--- config.mk ---
export PLATFORM = sky130hd
export DESIGN_NAME = imem_port_arbiter
export DESIGN_NICKNAME = d
export VERILOG_FILES = /design/src/rtl/imem_port_arbiter_pkg.sv /design/src/rtl/imem_grant_logic.sv /design/src/rtl/imem_port_arbiter.sv
export SDC_FILE = /design/constraint.sdc
export NUM_CORES = 1
export LEC_CHECK = 0
export ABC_CLOCK_PERIOD_IN_PS = 4500
export CAP_MARGIN = 0
export CORE_AREA = 2 2 116 118
export CTS_BUF_LIST = sky130_fd_sc_hd__clkbuf_2
export CTS_CLUSTER_SIZE = 25
export DETAILED_ROUTE_END_ITERATION = 12
export DIE_AREA = 0 0 118 120
export RECOVER_POWER = 50
export SLEW_MARGIN = 20
export SYNTH_ARGS = -nofsm -noshare
export SYNTH_HDL_FRONTEND = slang
export SYNTH_SLANG_ARGS = --single-unit
--- constraint.sdc ---
create_clock -name clk -period 4.5 [get_ports clk]
set_input_delay 0.9 -clock clk [delete_from_list [all_inputs] [get_ports clk]]
set_output_delay 0.9 -clock clk [all_outputs]
set_load 0.02 [all_outputs]
--- src/rtl/imem_port_arbiter_pkg.sv ---
// Shared encodings for the instruction-memory port arbiter.
//   State encoding : ST_BOOT / ST_RUN
//   Owner encoding : OWN_NONE / OWN_LD / OWN_FETCH (who gets rom_rdata next cycle)
//   NOP_INSTR      : instruction presented to IF when no valid fetch is returned
package imem_port_arbiter_pkg;

    localparam int unsigned DATA_W = 32;

    localparam logic [0:0] ST_BOOT = 1'b0;
    localparam logic [0:0] ST_RUN  = 1'b1;

    localparam logic [1:0] OWN_NONE  = 2'd0;
    localparam logic [1:0] OWN_LD    = 2'd1;
    localparam logic [1:0] OWN_FETCH = 2'd2;

    // addi x0, x0, 0
    localparam logic [DATA_W-1:0] NOP_INSTR = 32'h0000_0013;

endpackage

--- src/rtl/imem_grant_logic.sv ---
// Combinational read-grant priority for the instruction-memory port.
//   run_i          : arbiter is in RUN (reads allowed)
//   ld_req_i       : MEM-stage load request
//   fetch_req_i    : IF fetch request
//   force_fetch_i  : fairness override, fetch beats ld for this grant
//   ld_grant_o     : load owns the port this cycle
//   fetch_grant_o  : fetch owns the port this cycle
module imem_grant_logic (
    input  logic run_i,
    input  logic ld_req_i,
    input  logic fetch_req_i,
    input  logic force_fetch_i,
    output logic ld_grant_o,
    output logic fetch_grant_o
);

    // Loads normally win; a starved fetch takes the port when forced.
    always_comb begin
        ld_grant_o    = run_i & ld_req_i & ~(force_fetch_i & fetch_req_i);
        fetch_grant_o = run_i & fetch_req_i & ~ld_grant_o;
    end

endmodule

--- src/rtl/imem_port_arbiter.sv ---
// Shares the single synchronous instruction-memory port between the boot
// loader (writes, BOOT only), MEM-stage loads and IF fetch (reads, RUN only).
// Grant and port drive are combinational; read data is steered to the
// registered owner one cycle later.
// Optional feature: define IMEM_ARB_FAIR_EN to add a starvation counter that
// forces a fetch grant after STARVE_MAX consecutive denied fetch cycles.
// Ports:
//   clk, rst                       clock, async active-high reset
//   boot_done                      loader finished (sampled in BOOT)
//   wr_req/wr_addr/wr_data/wr_ack  loader write channel
//   ld_req/ld_addr/ld_data/ld_valid MEM-stage read channel
//   fetch_req/fetch_addr/fetch_instr/fetch_valid IF read channel
//   PL_stall_arb                   IF must hold pc this cycle
//   PL_flush                       squash the fetch granted this cycle
//   rom_en/rom_we/rom_addr/rom_wdata/rom_rdata memory port
module imem_port_arbiter
    import imem_port_arbiter_pkg::*;
#(
    parameter int unsigned ADDR_W     = 32,
    parameter int unsigned STARVE_MAX = 4
) (
    input  logic              clk,
    input  logic              rst,
    input  logic              boot_done,
    input  logic              wr_req,
    input  logic [ADDR_W-1:0] wr_addr,
    input  logic [DATA_W-1:0] wr_data,
    output logic              wr_ack,
    input  logic              ld_req,
    input  logic [ADDR_W-1:0] ld_addr,
    output logic [DATA_W-1:0] ld_data,
    output logic              ld_valid,
    input  logic              fetch_req,
    input  logic [ADDR_W-1:0] fetch_addr,
    output logic [DATA_W-1:0] fetch_instr,
    output logic              fetch_valid,
    output logic              PL_stall_arb,
    input  logic              PL_flush,
    output logic              rom_en,
    output logic              rom_we,
    output logic [ADDR_W-1:0] rom_addr,
    output logic [DATA_W-1:0] rom_wdata,
    input  logic [DATA_W-1:0] rom_rdata
);

    localparam logic [ADDR_W-1:0] ALIGN_MASK = ~ADDR_W'(3);

    logic [0:0]        state_q, state_d;
    logic [1:0]        owner_q, owner_d;
    logic              ld_grant;
    logic              fetch_grant;
    logic              force_fetch;
    logic [ADDR_W-1:0] sel_addr;

    imem_grant_logic u_grant (
        .run_i         (state_q == ST_RUN),
        .ld_req_i      (ld_req),
        .fetch_req_i   (fetch_req),
        .force_fetch_i (force_fetch),
        .ld_grant_o    (ld_grant),
        .fetch_grant_o (fetch_grant)
    );

`ifdef IMEM_ARB_FAIR_EN
    localparam int unsigned STARVE_W = $clog2(STARVE_MAX + 1);

    logic [STARVE_W-1:0] starve_q, starve_d;

    assign force_fetch = (starve_q == STARVE_W'(STARVE_MAX));

    // Count RUN cycles in which a requesting fetch lost the port.
    always_comb begin
        starve_d = starve_q;
        if (state_q == ST_RUN) begin
            if (fetch_grant) begin
                starve_d = '0;
            end else if (fetch_req && !force_fetch) begin
                starve_d = starve_q + STARVE_W'(1);
            end
        end
    end

    always_ff @(posedge clk or posedge rst) begin
        if (rst) begin
            starve_q <= '0;
        end else begin
            starve_q <= starve_d;
        end
    end
`else
    logic unused_starve;

    assign force_fetch   = 1'b0;
    assign unused_starve = (STARVE_MAX == 0);
`endif

    // Next state, port drive and response ownership.
    always_comb begin
        state_d   = state_q;
        owner_d   = OWN_NONE;
        rom_en    = 1'b0;
        rom_we    = 1'b0;
        rom_wdata = '0;
        sel_addr  = '0;
        wr_ack    = 1'b0;

        if (state_q == ST_BOOT) begin
            if (wr_req) begin
                rom_en    = 1'b1;
                rom_we    = 1'b1;
                rom_wdata = wr_data;
                sel_addr  = wr_addr;
                wr_ack    = 1'b1;
            end else if (boot_done) begin
                state_d = ST_RUN;
            end
        end else begin
            if (ld_grant) begin
                rom_en   = 1'b1;
                sel_addr = ld_addr;
                owner_d  = OWN_LD;
            end else if (fetch_grant) begin
                rom_en   = 1'b1;
                sel_addr = fetch_addr;
                // A flushed fetch still uses the port but its data is dropped.
                owner_d  = PL_flush ? OWN_NONE : OWN_FETCH;
            end
        end
    end

    assign rom_addr     = sel_addr & ALIGN_MASK;
    assign PL_stall_arb = (state_q == ST_BOOT) | (fetch_req & ~fetch_grant);

    always_ff @(posedge clk or posedge rst) begin
        if (rst) begin
            state_q <= ST_BOOT;
            owner_q <= OWN_NONE;
        end else begin
            state_q <= state_d;
            owner_q <= owner_d;
        end
    end

    // Steer the memory response to whoever owned the port last cycle.
    always_comb begin
        ld_valid    = (owner_q == OWN_LD);
        fetch_valid = (owner_q == OWN_FETCH);
        ld_data     = ld_valid ? rom_rdata : '0;
        fetch_instr = fetch_valid ? rom_rdata : NOP_INSTR;
    end

endmodule

; ---- Word-level counts from Yosys, hierarchy flattened
; Cells that the tools add are included.
[totals]
mem_count = 0
mem_bits_rw = 0
rom_bits = 0
latch_bits = 0
input_bits = 167
regBits = 3
out_inout_bits = 134
[op_classes]
muxes = 20
n_lt_le_gt_ge = 0
div_mod_pow = 0
shifts = 0
mul = 0
add_sub_neg = 0
bitwise_logic = 8
n_eq_ne = 2
n_reduce_logical = 0
[ops]
columns = op, count
row1 = $mux 32, 8
row2 = $mux 1, 8
row3 = $mux 2, 4
row4 = $and 1x1->1, 4
row5 = $not 1->1, 3
row6 = $eq 2x1->1 const B, 1
row7 = $eq 2x2->1 const B, 1
row8 = $or 1x1->1, 1

; ---- Logic depth before layout (Yosys ltp)
[logic_depth]
word_depth = 6
mapped_depth = 4
depth_no_buf = 2

; ---- By module
; From an unflattened synthesis, not the netlist that was laid out.
[unflattened]
cells_unflattened = 204
hier_area_um2 = 1407.6
[modules_own_cells]
columns = mod, cells_each, seq_area_each_um2, n_inst, area_each_um2
row1 = imem_port_arbiter, 199, 75.1, 1, 1386.3
row2 = imem_grant_logic, 5, 0.0, 1, 21.3

; ---- Worst setup path after synthesis
; OpenSTA, ideal clock, no wires.
[synth_timing]
path_type = input -> output
startpoint = input wr_req
endpoint = output rom_wdata[22]
path_buffers = 2
arrival_time_ns = 1.818
path_stages = 4
setup_slack_ns = 1.782
path_cell_list = nor2b_1 buf_2 clkbuf_1 and2_1
[synth_between]
elab_chain_len = 2
[synth_rtl]
columns = element, line
row1 = from (decl), imem_port_arbiter.sv:25  ; input logic wr_req,
row2 = $mux 32, imem_port_arbiter.sv:108  ; if (wr_req) begin
row3 = $mux 32, imem_port_arbiter.sv:107  ; if (state_q == ST_BOOT) begin
row4 = to (decl), imem_port_arbiter.sv:42  ; output logic [DATA_W-1:0] rom_wdata,
; Every way passes these cells.

; ---- Final worst setup path
[layout_timing]
startpoint = input wr_req
endpoint = output rom_addr[14]
[layout_between]
elab_chain_len = 2
[layout_rtl]
columns = element, line
row1 = $mux 32, imem_port_arbiter.sv:108
row2 = $mux 32, imem_port_arbiter.sv:107
row3 = to (decl), imem_port_arbiter.sv:41  ; output logic [ADDR_W-1:0] rom_addr,
; Every way passes these cells.

==> metrics.yaml <==
placed_design:
  port_buffers: 292
  hpwl_um: 8030
  gp_congestion: 0.818
  dp_cells: 649
detailed_routing:
  drt_first_pass_iters: 4
  wl_per_cell_um: 14.9
  ant_nets: 0
  routed_wirelength_um: 9700
  post_drt_via_cell_ratio: 3.92
  vias: 2559
  drc: 0
  drtIter0Drc: 70
logic_synthesis:
  yosys.area_share.simple_pct: 59.4
  ys.warnings.count: 0
  synth_seq_cells: 3
  synth_xor_area_share_pct: 0
  synth_top_family_by_area: "simple AND/OR/NAND/NOR gates"
  yosysUniqueCellTypes: 19
  syn_inst: 199
  yosysSeqAreaShare_pct: 5.31
  synth.area.mux_share_pct: 0
  synthAdderAreaFrac_pct: 0
  synth_compound_area_share_pct: 22.5
  syn_area_per_cell_um2: 7.10
  syn-cell-area_mm2: 0.00141
cts:
  cts_max_level: 1
  path_clk_slew_ns: 0.05
  numCtsBuffers: 3
  insertion_delay_ns: 0.21
  cts_tree: "done"
  hold_buffers: 0
  clockBufferDepth: 2
  cts_resized: 0
  cts.sinks: 3
  cts_root_buf: "clkbuf_2"
  postCtsSetupRepairBufs: 0
sta:
  hold_ws_ns: 0.871
  setup_violations: 0
  finalClockSkew_ns: 0.00305
  rsz0062_at_grt: "no"
  slew_headroom_pct: 25.3
  slew_violations: 0
  timing.fmax_ghz: 0.259
  finalCriticalPeriod_ns: 3.86
  worst_pin_slew_ns: 1.12
  setup-tns-final_ns: 0
  post-route-period-util_pct: 85.8
  hold_viol: 0
floorplan:
  rows: 42
  core-area_mm2: 0.0130
  die-width_um: 118
  num_io_pins: 301
  start_util_pct: 10.9
  die_area_mm2: 0.0142
  die_y_um: 120
worst_setup_path:
  critPathCaptureType: "primary output"
  crit_buf_inv: 3
  crit_chain: "dlygate4sd3_1 -> nor2b_4 -> buf_12 -> a221o_1 -> clkdlybuf4s50_1"
  startpoint_type: "input port"
  cp_slowest_stage_delay_ns: 0.61
  critPathArrivalTime_ns: 2.96
  required_ns: 3.60
  cp_top_family: "buffers and inverters"
  critical_path_class: "input port to primary output"
  crit_slowest_cell: "clkdlybuf4s50_1"
  cp_max_fo: 53
global_routing:
  grt_pass1_vias: 2568
  grt_use_total_pct: 12.1
  grt_max_degree: 54
  antenna_found_initial: 0
  grt_pass1_wl_um: 13800
  grt_overflow: 0
finish:
  num_antenna_cells: 0
  drive_gt1_share_pct: 2.73
  fillers: 1378
  syn_to_final_growth_pct: 217
  utilization_pct: 34.5
  stdcell_count: 653
  fin_nets: 645
pwr:
  leakagePower_nw: 1.91
  vdd_ir_drop_max_uv: 53.6
  power.total_w: 0.000426
  power.density_mw_per_mm2: 95.2
worst_hold_path:
  min_path_type: "register to register"
flow_run:
  maxCapViolations: 0
run_status:
  status: "finished, final reports clean"
## state kept, by name, indices dropped and copies added (netlist names)
register	flops
state_q	1
owner_q	2
## final cells by class
type | instances | area (µm²) | area share (%)
Inverter | 2 | 7.51 | 0.168
Clock buffer | 4 | 20.0 | 0.447
Sequential cell | 3 | 75.1 | 1.68
Timing Repair Buffer | 299 | 2980 | 66.6
Multi-Input combinational cell | 169 | 1170 | 26.2
Tap cell | 176 | 220 | 4.92
## final timing paths
path / startpoint / to / slack [ns] / depth (start not counted)
worst max register to register: state_q / owner_q[1] / 2.62 / 4
max in group asynchronous: rst / owner_q[1] / 3.37 / 2
worst min-delay path: state_q / state_q / 0.87 / 1
worst min register to register: state_q / state_q / 0.87 / 1
worst max-delay path: wr_req / rom_addr[14] / 0.64 / 5
min in group asynchronous: rst / state_q / 1.00 / 2
## metal layers
layer  global-route usage, %  wire length (µm)  vias to the layer above
met2                    21.5              4840                      166
met4                    2.94               155                        0
met3                    3.23               789                       12
met5                       0                 0                        -
li1                        -                 -                     1245
met1                    14.4              3910                     1136
## per-stage QoR
step	cell area [µm²]	worst slack [ns]
after floorplan	1420	1.78
final	4480	0.640
after global placement	4460	0.718
after global routing	4480	0.548
after CTS	4480	0.704
after detailed placement	4460	0.721
## layout by cell type (no fill, tap or decap), types with 3 or more instances in the layout
cell type and n:
and3_1 27, nand2b_1 3, clkdlybuf4s50_1 228, and3_2 3, and2_1 94, nor2b_1 3
buf_4 4, dfrtp_1 3, dlygate4sd3_1 64, clkbuf_2 4, a221o_1 30
## synth_stat cells (all sizes together)
cell / count / area (µm²)
conb: 1 / 3.75
and2: 94 / 588
dfrtp: 3 / 75.1
dlygate4sd1: 3 / 26.3
a221o: 30 / 300
a21o: 1 / 7.51
buf: 11 / 98.8
inv: 2 / 7.51
and3b: 1 / 8.76
clkbuf: 12 / 45.0
nor2b: 4 / 25.0
and3: 30 / 191
nand2: 2 / 7.51
o21ai: 2 / 10.0
nand2b: 3 / 18.8
## power by group
group	leakage, nW	switching [W]	internal, W	total (W)
Combinational	1.86	0.000134	0.000224	0.000358
Sequential	0.0339	0.000000370	0.0000279	0.0000283
Clock	0.0166	0.0000167	0.0000235	0.0000402
Total	1.91	0.000151	0.000275	0.000426
## cell families after synthesis
kind of cell           Yosys count
AOI/OAI and AO/OA               33
buffers and inverters           28
DFF                              3
other                            1
and+or+nand+nor                134
## worst register-to-register path, delay by kind of cell (launching register included)
family	cells	cell delay, ns
simple gates	2	0.39
flops	1	0.70
buf+inv	2	0.72
(Power assumes the default switching activity.)
